### src/rtl/game_pkg.sv
// Shared types and constants for the frame event tracker: player life-cycle states,
// default point/frame values, flag bit positions and a constant binary-to-BCD helper.
package game_pkg;

  typedef enum logic [1:0] {
    ALIVE     = 2'd0,
    DYING     = 2'd1,
    RESPAWN   = 2'd2,
    GAME_OVER = 2'd3
  } player_state_t;

  localparam int LIVES_INIT_DEF     = 3;
  localparam int DYING_FRAMES_DEF   = 30;
  localparam int RESPAWN_FRAMES_DEF = 60;
  localparam int SCORE_W_DEF        = 16;
  localparam int ALIEN_PTS_DEF      = 250;
  localparam int GOLD_PTS_DEF       = 500;

  localparam int FCNT_W = 8;

  localparam int NFLAGS    = 4;
  localparam int FLG_ALIEN = 0;
  localparam int FLG_GOLD  = 1;
  localparam int FLG_HIT   = 2;
  localparam int FLG_FIRE  = 3;

  // Elaboration-time conversion of point constants into packed BCD (16 digits).
  function automatic logic [63:0] bin_to_bcd(input int unsigned val);
    int unsigned v;
    logic [63:0] r;
    v = val;
    r = '0;
    for (int i = 0; i < 16; i++) begin
      r[4*i +: 4] = 4'(v % 10);
      v = v / 10;
    end
    return r;
  endfunction

endpackage

### src/rtl/score_accum.sv
// Saturating score register. Binary add by default; packed-BCD add with digit-wise
// decimal carry when SCORE_BCD_EN is defined.
module score_accum
  import game_pkg::*;
#(
  parameter int SCORE_W   = SCORE_W_DEF,
  parameter int ALIEN_PTS = ALIEN_PTS_DEF,
  parameter int GOLD_PTS  = GOLD_PTS_DEF
) (
  input  logic               clk,
  input  logic               resetN,
  input  logic               add_alien_i,
  input  logic               add_gold_i,
  output logic [SCORE_W-1:0] score_o
);

  logic [SCORE_W-1:0] score_q, score_d;

`ifdef SCORE_BCD_EN
  localparam int NDIG = SCORE_W / 4;
  localparam logic [63:0] ALIEN_BCD = bin_to_bcd(ALIEN_PTS);
  localparam logic [63:0] GOLD_BCD  = bin_to_bcd(GOLD_PTS);
  localparam logic [63:0] BOTH_BCD  = bin_to_bcd(ALIEN_PTS + GOLD_PTS);

  logic [SCORE_W-1:0] delta;
  logic [SCORE_W-1:0] sum;
  logic [4:0]         dsum;
  logic               carry;

  always_comb begin
    delta = '0;
    case ({add_gold_i, add_alien_i})
      2'b01:   delta = ALIEN_BCD[SCORE_W-1:0];
      2'b10:   delta = GOLD_BCD[SCORE_W-1:0];
      2'b11:   delta = BOTH_BCD[SCORE_W-1:0];
      default: delta = '0;
    endcase
    sum   = '0;
    carry = 1'b0;
    dsum  = '0;
    for (int i = 0; i < NDIG; i++) begin
      dsum = {1'b0, score_q[4*i +: 4]} + {1'b0, delta[4*i +: 4]} + {4'd0, carry};
      if (dsum > 5'd9) begin
        dsum  = dsum - 5'd10;
        carry = 1'b1;
      end else begin
        carry = 1'b0;
      end
      sum[4*i +: 4] = dsum[3:0];
    end
    score_d = score_q;
    if (add_alien_i || add_gold_i) begin
      score_d = carry ? {NDIG{4'h9}} : sum;
    end
  end
`else
  localparam int SUM_W = SCORE_W + 11;

  logic [SUM_W-1:0] delta;
  logic [SUM_W-1:0] sum;

  always_comb begin
    delta = '0;
    if (add_alien_i) delta = delta + SUM_W'(ALIEN_PTS);
    if (add_gold_i)  delta = delta + SUM_W'(GOLD_PTS);
    sum     = {11'd0, score_q} + delta;
    score_d = score_q;
    if (add_alien_i || add_gold_i) begin
      score_d = (sum > {11'd0, {SCORE_W{1'b1}}}) ? {SCORE_W{1'b1}} : sum[SCORE_W-1:0];
    end
  end
`endif

  always_ff @(posedge clk) begin
    if (resetN) score_q <= '0;
    else        score_q <= score_d;
  end

  assign score_o = score_q;

endmodule

### src/rtl/frame_event_tracker.sv
// Latches per-pixel collision flags over a frame, publishes them as 1-cycle pulses at the
// next startOfFrame, and runs score/lives/player FSM. Score format set by SCORE_BCD_EN.
//
// state     | meaning
// ALIVE     | player active, hits honoured, player_awake=1
// DYING     | death animation, counts DYING_FRAMES frames
// RESPAWN   | respawn delay, counts RESPAWN_FRAMES frames
// GAME_OVER | terminal until reset, all pulses and scoring suppressed
module frame_event_tracker
  import game_pkg::*;
#(
  parameter int LIVES_INIT     = LIVES_INIT_DEF,
  parameter int DYING_FRAMES   = DYING_FRAMES_DEF,
  parameter int RESPAWN_FRAMES = RESPAWN_FRAMES_DEF,
  parameter int SCORE_W        = SCORE_W_DEF,
  parameter int ALIEN_PTS      = ALIEN_PTS_DEF,
  parameter int GOLD_PTS       = GOLD_PTS_DEF
) (
  input  logic               clk,
  input  logic               resetN,
  input  logic               startOfFrame,
  input  logic               player_died,
  input  logic               alien_died_a,
  input  logic               player_eat_gold_1,
  input  logic               colision_fire,
  output logic               player_awake,
  output logic               player_hit_pulse,
  output logic               alien_kill_pulse,
  output logic               gold_taken_pulse,
  output logic               shot_done_pulse,
  output logic [2:0]         lives,
  output logic [SCORE_W-1:0] score,
  output logic               game_over
);

  player_state_t     state_q, state_d;
  logic [NFLAGS-1:0] sticky_q, sticky_d;
  logic [NFLAGS-1:0] pulse_q, pulse_d;
  logic [FCNT_W-1:0] fcnt_q, fcnt_d;
  logic [2:0]        lives_q, lives_d;
  logic [NFLAGS-1:0] flags;

  assign flags = {colision_fire, player_died, player_eat_gold_1, alien_died_a};

  always_comb begin
    sticky_d = startOfFrame ? flags : (sticky_q | flags);
    pulse_d  = '0;
    state_d  = state_q;
    fcnt_d   = fcnt_q;
    lives_d  = lives_q;
    if (startOfFrame && state_q != GAME_OVER) begin
      pulse_d = sticky_q;
      // A hit outside ALIVE is dropped together with its sticky bit.
      if (state_q != ALIVE) pulse_d[FLG_HIT] = 1'b0;
    end
    if (startOfFrame) begin
      case (state_q)
        ALIVE: begin
          if (pulse_d[FLG_HIT]) begin
            state_d = DYING;
            fcnt_d  = FCNT_W'(DYING_FRAMES - 1);
            lives_d = (lives_q == 3'd0) ? 3'd0 : lives_q - 3'd1;
          end
        end
        DYING: begin
          if (fcnt_q == '0) begin
            state_d = (lives_q == 3'd0) ? GAME_OVER : RESPAWN;
            fcnt_d  = FCNT_W'(RESPAWN_FRAMES - 1);
          end else begin
            fcnt_d = fcnt_q - 1'b1;
          end
        end
        RESPAWN: begin
          if (fcnt_q == '0) state_d = ALIVE;
          else              fcnt_d  = fcnt_q - 1'b1;
        end
        default: state_d = GAME_OVER;
      endcase
    end
  end

  always_ff @(posedge clk) begin
    if (resetN) begin
      state_q  <= ALIVE;
      sticky_q <= '0;
      pulse_q  <= '0;
      fcnt_q   <= '0;
      lives_q  <= 3'(LIVES_INIT);
    end else begin
      state_q  <= state_d;
      sticky_q <= sticky_d;
      pulse_q  <= pulse_d;
      fcnt_q   <= fcnt_d;
      lives_q  <= lives_d;
    end
  end

  score_accum #(
    .SCORE_W  (SCORE_W),
    .ALIEN_PTS(ALIEN_PTS),
    .GOLD_PTS (GOLD_PTS)
  ) u_score (
    .clk        (clk),
    .resetN     (resetN),
    .add_alien_i(pulse_d[FLG_ALIEN]),
    .add_gold_i (pulse_d[FLG_GOLD]),
    .score_o    (score)
  );

  assign player_awake     = (state_q == ALIVE);
  assign game_over        = (state_q == GAME_OVER);
  assign alien_kill_pulse = pulse_q[FLG_ALIEN];
  assign gold_taken_pulse = pulse_q[FLG_GOLD];
  assign player_hit_pulse = pulse_q[FLG_HIT];
  assign shot_done_pulse  = pulse_q[FLG_FIRE];
  assign lives            = lives_q;

endmodule

### config.mk
export PLATFORM = sky130hd
export DESIGN_NAME = frame_event_tracker
export DESIGN_NICKNAME = d
export VERILOG_FILES = /design/src/rtl/game_pkg.sv /design/src/rtl/score_accum.sv /design/src/rtl/frame_event_tracker.sv
export SDC_FILE = /design/constraint.sdc
export NUM_CORES = 1
export LEC_CHECK = 0
export CAP_MARGIN = 20
export CORE_MARGIN = 1
export CORE_UTILIZATION = 51
export CTS_CLUSTER_SIZE = 28
export DETAILED_ROUTE_END_ITERATION = 8
export PLACE_DENSITY = 0.72
export SETUP_SLACK_MARGIN = 0.5
export SYNTH_ARGS = -nofsm -noshare
export SYNTH_HDL_FRONTEND = slang
export SYNTH_SLANG_ARGS = --single-unit
### constraint.sdc
create_clock -name clk -period 6.33 [get_ports clk]
set_input_delay 1.266 -clock clk [delete_from_list [all_inputs] [get_ports clk]]
set_output_delay 1.266 -clock clk [all_outputs]
set_load 0.02 [all_outputs]
==> flow_metrics.env, run 1 <==
export IMPL_drv_slew=0
export IMPL_tns_ns=0
export IMPL_clock_sinks=37
export IMPL_nNetsFinal=324
export IMPL_min_period_ns=4.35
export IMPL_seq_area_um2=741
export IMPL_min_path_cells=2
export IMPL_clk_pin_slew_ns=0.08
export IMPL_grt_pass1_vias=1760
export IMPL_ir_drop_mv=0.165
export IMPL_antenna_found_initial=0
export IMPL_gp_congestion=0.871
export IMPL_hpwl_um=3610
export IMPL_placed_cells=337
export IMPL_routedWlPerCell_um=14.4
export IMPL_tritoncts="built"
export IMPL_viasPerCell=5.91
export IMPL_fmax_mhz=230
export IMPL_clockRootBuffer="clkbuf_8"
export IMPL_syn_area_um2=2270
export IMPL_fin_util=0.662
export IMPL_drtIter0Drc=160
export IMPL_cp_max_fo=17
export IMPL_slowest_delay_ns=0.45
export IMPL_synth_top_area_frac=0.326
export IMPL_p_switching_uw=269
export IMPL_start_util=0.548
export IMPL_met3WireLength_um=202
export IMPL_dieWidth_um=68.7
export IMPL_r2r_start="state_q[0]$_SDFFE_PP0P_"
export IMPL_grt_overflow=0
export IMPL_tightest_slew_ns=0.533
export IMPL_setup_viol=0
export IMPL_finalPower_uw=768
export IMPL_rsz0062_at_grt="no"
export IMPL_cts_buffer_depth=2
export IMPL_drt_met1_wl_um=2520
export IMPL_met2_length_um=2200
export IMPL_synthCells=261
export IMPL_switching_share=0.350
export IMPL_power_frac_comb=0.342
export IMPL_synth_area_leaders="dfxtp_1 33%, ha_1 12%, a21oi_1 5.3%"
export IMPL_seq_area_frac_synth=0.326
export IMPL_drc=0
export IMPL_multi_input_area_um2=1450
export IMPL_cts_made_buffers=5
export IMPL_fin_crit_sh=0.687
export IMPL_power_share_clock=0.283
export IMPL_cts_resized=0
export IMPL_cts_hold_buffers=0
export IMPL_cp_slowest_cell="clkdlybuf4s50_1"
export IMPL_crit_required_ns=6.49
export IMPL_crit_chain="clkdlybuf4s50_1 > inv_1 > nor2_1 > and2_1 > inv_1 > ha_1 > inv_1 > ha_1 > a21o_1 > a221o_1 > a31o_2 > nor2_2 > a21oi_1"
export IMPL_hold_start="u_score.score_o[0]$_SDFFE_PP0P_"
export IMPL_outcome="finished clean"
export IMPL_synth_area_per_cell_um2=8.70
export IMPL_pwr_share_seq=0.375
export IMPL_drt_first_pass_iters=4
export IMPL_postRouteAntennaNets=0
export IMPL_hold_end="u_score.score_o[0]$_SDFFE_PP0P_"
export IMPL_numPortBuffers=31
export IMPL_clk_latency_ns=0.29
export IMPL_routed_top_layer="met4"
export IMPL_row_count=23
export IMPL_post_cts_buffers=0
export IMPL_hold_viol=0
export IMPL_hold_path_class="register to register"
export IMPL_crit_path_start_kind="input port"
export IMPL_p_per_area_nw_per_um2=280
export IMPL_arrival_ns=4.51
export IMPL_grt_usage=0.231
export IMPL_core_area_um2=4140
export IMPL_finClkSkew_ns=0.00767
export IMPL_die_height_um=68.7
export IMPL_maxCapViolations=0
export IMPL_hold_ws_ns=0.444
export IMPL_ios=32
export IMPL_syn_nets=291
export IMPL_synthArstFlopShare=0
export IMPL_synth_seq_cells=37
export IMPL_critPathKind="input port to register"
export IMPL_routed_wl_um=4970
export IMPL_synth_flop_cell="dfxtp_1"
export IMPL_timing_rr_end="u_score.score_o[9]$_SDFFE_PP0N_"
export IMPL_slew_headroom=0.642
export IMPL_yosys_area_top_type="dfxtp_1"
export IMPL_filler_cell_count=363
export IMPL_vias=2040
export IMPL_grt_pass1_wl_um=8140
export IMPL_crit_path_frequent_cell="inv_1"
export IMPL_ys_warn_count=0
export IMPL_p_int_uw=500
export IMPL_drive_gt1_frac=0.0915
export IMPL_endpoint_kind="register"
export IMPL_antenna_cells=0
export IMPL_ff2ff_setup_slack_ns=2.88
export IMPL_yosysMostFrequentCell="dfxtp_1"
export IMPL_synth_commonest_cells="37 x dfxtp_1, 27 x nor2_1, 24 x a21oi_1"
export IMPL_area_growth_pct=20.9
export IMPL_die_area_um2=4720
export IMPL_synth_edf_count=0
export IMPL_worst_r2r_cell_count=12
export IMPL_final_cells=345
export IMPL_cts_htree_levels=2
export IMPL_leakagePower_uw=0.00111
export IMPL_yosys_cell_types_count=52
export IMPL_grt_start_max_net_pins=25
[cells in the final DEF (no fill, tap or decap), drive strengths merged, types with 2 or more instances in the layout]
cell / netlist / layout
a211oi: 8 / 8
a21o: 3 / 3
a21oi: 26 / 26
a221oi: 3 / 3
and2: 8 / 8
and3: 4 / 4
clkbuf: 4 / 6
clkdlybuf4s50: 0 / 31
dfxtp: 37 / 37
ha: 22 / 22
inv: 14 / 14
nand2: 7 / 7
nand2b: 3 / 3
nand3: 8 / 8
nand4: 3 / 3
nor2: 28 / 28
nor2b: 4 / 4
nor3: 11 / 11
nor4: 2 / 2
o2111ai: 3 / 3
o211ai: 4 / 4
o21a: 3 / 3
o21ai: 22 / 22
o22ai: 2 / 2
or2: 2 / 2
or4: 2 / 2
xnor2: 3 / 3
xor2: 6 / 6
[sequential cells by signal, summed over array words and instances (netlist names)]
name and flops:
lives 3, u_score.score_o 16, sticky_q 4, state_q 2, fcnt_q 8, pulse_q 4
[final cells by class]
type / count / area share
Clock buffer: 6 / 0.0301
Clock inverter: 2 / 0.0137
Timing Repair Buffer: 32 / 0.116
Inverter: 14 / 0.0191
Sequential cell: 37 / 0.270
Multi-Input combinational cell: 204 / 0.529
Tap cell: 50 / 0.0228
[power by group through the flow]
stage               clock network [µW]  registers [µW]  logic [µW]
finish                             217             288         263
global placement                     0             292         259
global route                       230             293         292
detailed placement                   0             294         259
CTS                                221             288         262
floorplan                            0             296         188
[metal layers]
metal  global-route usage  up-vias
li1                     -     1029
met1                0.329      945
met2                0.350       59
met3               0.0428        7
met4               0.0689        0
met5                    0        -
[kinds of logic after synthesis]
logic type,Yosys count,share of synthesized area
DFF,37,0.326
muxes,2,0.00937
AOI/OAI and AO/OA,85,0.265
and+or+nand+nor,85,0.201
buffers and inverters,20,0.0342
adders and majority gates,23,0.130
xor gates and xnor gates,9,0.0347
[per-stage QoR]
step	setup WS, ns	cell area [µm²]
after floorplan	2.39	2270
after global placement	1.79	2630
after detailed placement	1.66	2630
after CTS	1.96	2750
after global routing	1.73	2750
final	1.98	2750
[worst max-delay path, delay by kind of cell]
family                   cells  cell delay [ns]
buffers and inverters        4             0.99
adder cells (fa/ha/maj)      2             0.56
AND/OR/NAND/NOR              3             0.65
AO/OA/AOI/OAI                4             1.03
[worst max path at each step]
stage / end / cells past startpoint / from
after floorplan: u_score.score_o[10]$_SDFFE_PP0N_ / 13 / startOfFrame
after global placement: u_score.score_o[10]$_SDFFE_PP0N_ / 13 / startOfFrame
after detailed placement: u_score.score_o[9]$_SDFFE_PP0N_ / 13 / startOfFrame
after CTS: u_score.score_o[9]$_SDFFE_PP0N_ / 13 / startOfFrame
after global routing: u_score.score_o[9]$_SDFFE_PP0N_ / 13 / startOfFrame
final: u_score.score_o[9]$_SDFFE_PP0N_ / 13 / startOfFrame
Power figures use the tool's default switching activity.
==> inputs of run 2 (changes only) <==
Clock period 6.33 ns to 4.05 ns, I/O delays scaled along.
==> run 2 against run 1 <==
Routed wire length up 1.8%. Utilization up 1.1 points. Non-clock buffer count up 3. Die area unchanged. Global-route usage up 0.81 points. Sequential share of layout area down 0.45 points. Largest cell class unchanged.
==> flow_metrics.env, run 2 (synthesized netlist as in run 1, its figures left out) <==
export IMPL_routedWlPerCell_um=14.5
export IMPL_die_height_um=68.7
export IMPL_switching_share=0.353
export IMPL_clk_latency_ns=0.30
export IMPL_seq_area_um2=741
export IMPL_grt_usage=0.239
export IMPL_fmax_mhz=301
export IMPL_finClkSkew_ns=0.00857
export IMPL_power_share_clock=0.281
export IMPL_grt_pass1_wl_um=8330
export IMPL_pwr_share_seq=0.372
export IMPL_min_period_ns=3.32
export IMPL_arrival_ns=3.50
export IMPL_hpwl_um=3710
export IMPL_numPortBuffers=31
export IMPL_p_per_area_nw_per_um2=434
export IMPL_fin_crit_sh=0.820
export IMPL_ir_drop_mv=0.282
export IMPL_grt_overflow=0
export IMPL_final_common_cell="dfxtp_1"
export IMPL_grt_pass1_vias=1794
export IMPL_multi_input_area_um2=1470
export IMPL_drt_first_pass_iters=4
export IMPL_cts_htree_levels=2
export IMPL_grt_start_max_net_pins=25
export IMPL_tns_ns=0
export IMPL_dieWidth_um=68.7
export IMPL_antenna_cells=0
export IMPL_crit_required_ns=4.23
export IMPL_routed_wl_um=5060
export IMPL_power_frac_comb=0.346
export IMPL_tightest_slew_ns=0.489
export IMPL_leakagePower_uw=0.00113
export IMPL_endpoint_kind="register"
export IMPL_die_area_um2=4720
export IMPL_drtIter0Drc=148
export IMPL_setup_viol=0
export IMPL_ios=32
export IMPL_cp_max_fo=6
export IMPL_clk_pin_slew_ns=0.07
export IMPL_row_count=23
export IMPL_final_cell_mix="37 x dfxtp_1, 31 x clkdlybuf4s50_1, 26 x nor2_1"
export IMPL_tritoncts="built"
export IMPL_viasPerCell=5.85
export IMPL_start_util=0.548
export IMPL_critPathKind="input port to register"
export IMPL_clock_sinks=37
export IMPL_slew_headroom=0.672
export IMPL_fin_util=0.674
export IMPL_drc=0
export IMPL_p_int_uw=785
export IMPL_cts_hold_buffers=0
export IMPL_cts_made_buffers=5
export IMPL_p_switching_uw=427
export IMPL_rsz0062_at_grt="no"
export IMPL_outcome="finished clean"
export IMPL_postRouteAntennaNets=0
export IMPL_crit_path_start_kind="input port"
export IMPL_area_growth_pct=23.0
export IMPL_vias=2035
export IMPL_cts_buffer_depth=2
export IMPL_drive_gt1_frac=0.121
export IMPL_largest_register_ffs=16
export IMPL_maxCapViolations=0
export IMPL_clockRootBuffer="clkbuf_8"
export IMPL_hold_path_class="register to register"
export IMPL_antenna_found_initial=0
export IMPL_filler_cell_count=363
export IMPL_core_area_um2=4140
export IMPL_hold_viol=0
export IMPL_drv_slew=0
export IMPL_gp_congestion=0.908
export IMPL_nNetsFinal=327
## run 2: cell types whose count changed in the layout (fill, tap and decap cells not counted), sizes merged
cell,before,now
buf,1,4
## run 2: cell type report
class / count / share of cell area
well taps: 50 / 0.0224
multi-input cells: 204 / 0.528
clock inverters: 2 / 0.0134
flip-flops and latches: 37 / 0.265
repair buffers: 35 / 0.122
inverters: 14 / 0.0197
clock buffers: 6 / 0.0296
## run 2: worst paths after layout
| kind | startpoint | endpoint | slack [ns] | cells past startpoint |
|---|---|---|---|---|
| max | startOfFrame | u_score.score_o[10]$_SDFFE_PP0N_ | 0.73 | 12 |
| min | u_score.score_o[0]$_SDFFE_PP0P_ | u_score.score_o[0]$_SDFFE_PP0P_ | 0.45 | 2 |
| max reg2reg | state_q[1]$_SDFFE_PP0P_ | u_score.score_o[2]$_SDFFE_PP0N_ | 1.02 | 13 |
| min reg2reg | u_score.score_o[0]$_SDFFE_PP0P_ | u_score.score_o[0]$_SDFFE_PP0P_ | 0.45 | 2 |
## run 2: power by group through the flow
stage / clock network, µW / registers (µW) / logic, µW
floorplan: 0 / 463 / 294
global placement: 0 / 457 / 406
detailed placement: 0 / 459 / 410
CTS: 345 / 450 / 416
global route: 358 / 457 / 467
finish: 341 / 451 / 420
## run 2: per-layer routing
layer	part of all wire	vias up	wire (µm)	GRT usage
met5	0	-	0	0
met4	0.012	0	62	0.0663
li1	-	1029	-	-
met2	0.44	36	2220	0.368
met3	0.034	8	171	0.0576
met1	0.52	962	2610	0.331
## run 2: timing repair
action	4_1_cts	5_1_grt
cloned	0	0
endpoints found under the hold margin	0	0
gates resized for setup	1	8
endpoints found under the setup margin	12	16
pin swaps	0	2
setup buffers	0	1
## run 2: per-stage QoR
step | hold slack (ns) | power, µW | area [µm²] | std cells | worst slack (ns)
detailed placement | 0.440 | 868 | 2640 | 339 | 0.116
floorplan | 0.430 | 757 | 2270 | 261 | 0.569
CTS | 0.451 | 1210 | 2760 | 347 | 0.523
global placement | 0.435 | 863 | 2640 | 339 | 0.215
finish | 0.445 | 1210 | 2790 | 348 | 0.729
global route | 0.476 | 1280 | 2790 | 348 | 0.550
## run 2: worst max-delay path, cell delays in order
cell	delay, ns
clkdlybuf4s50_1	0.46
inv_1	0.06
nor2_2	0.11
and2_4	0.18
inv_1	0.06
ha_2	0.26
ha_1	0.34
and2_4	0.18
a221oi_4	0.34
a21oi_2	0.16
o21ai_0	0.20
mux2_2	0.35
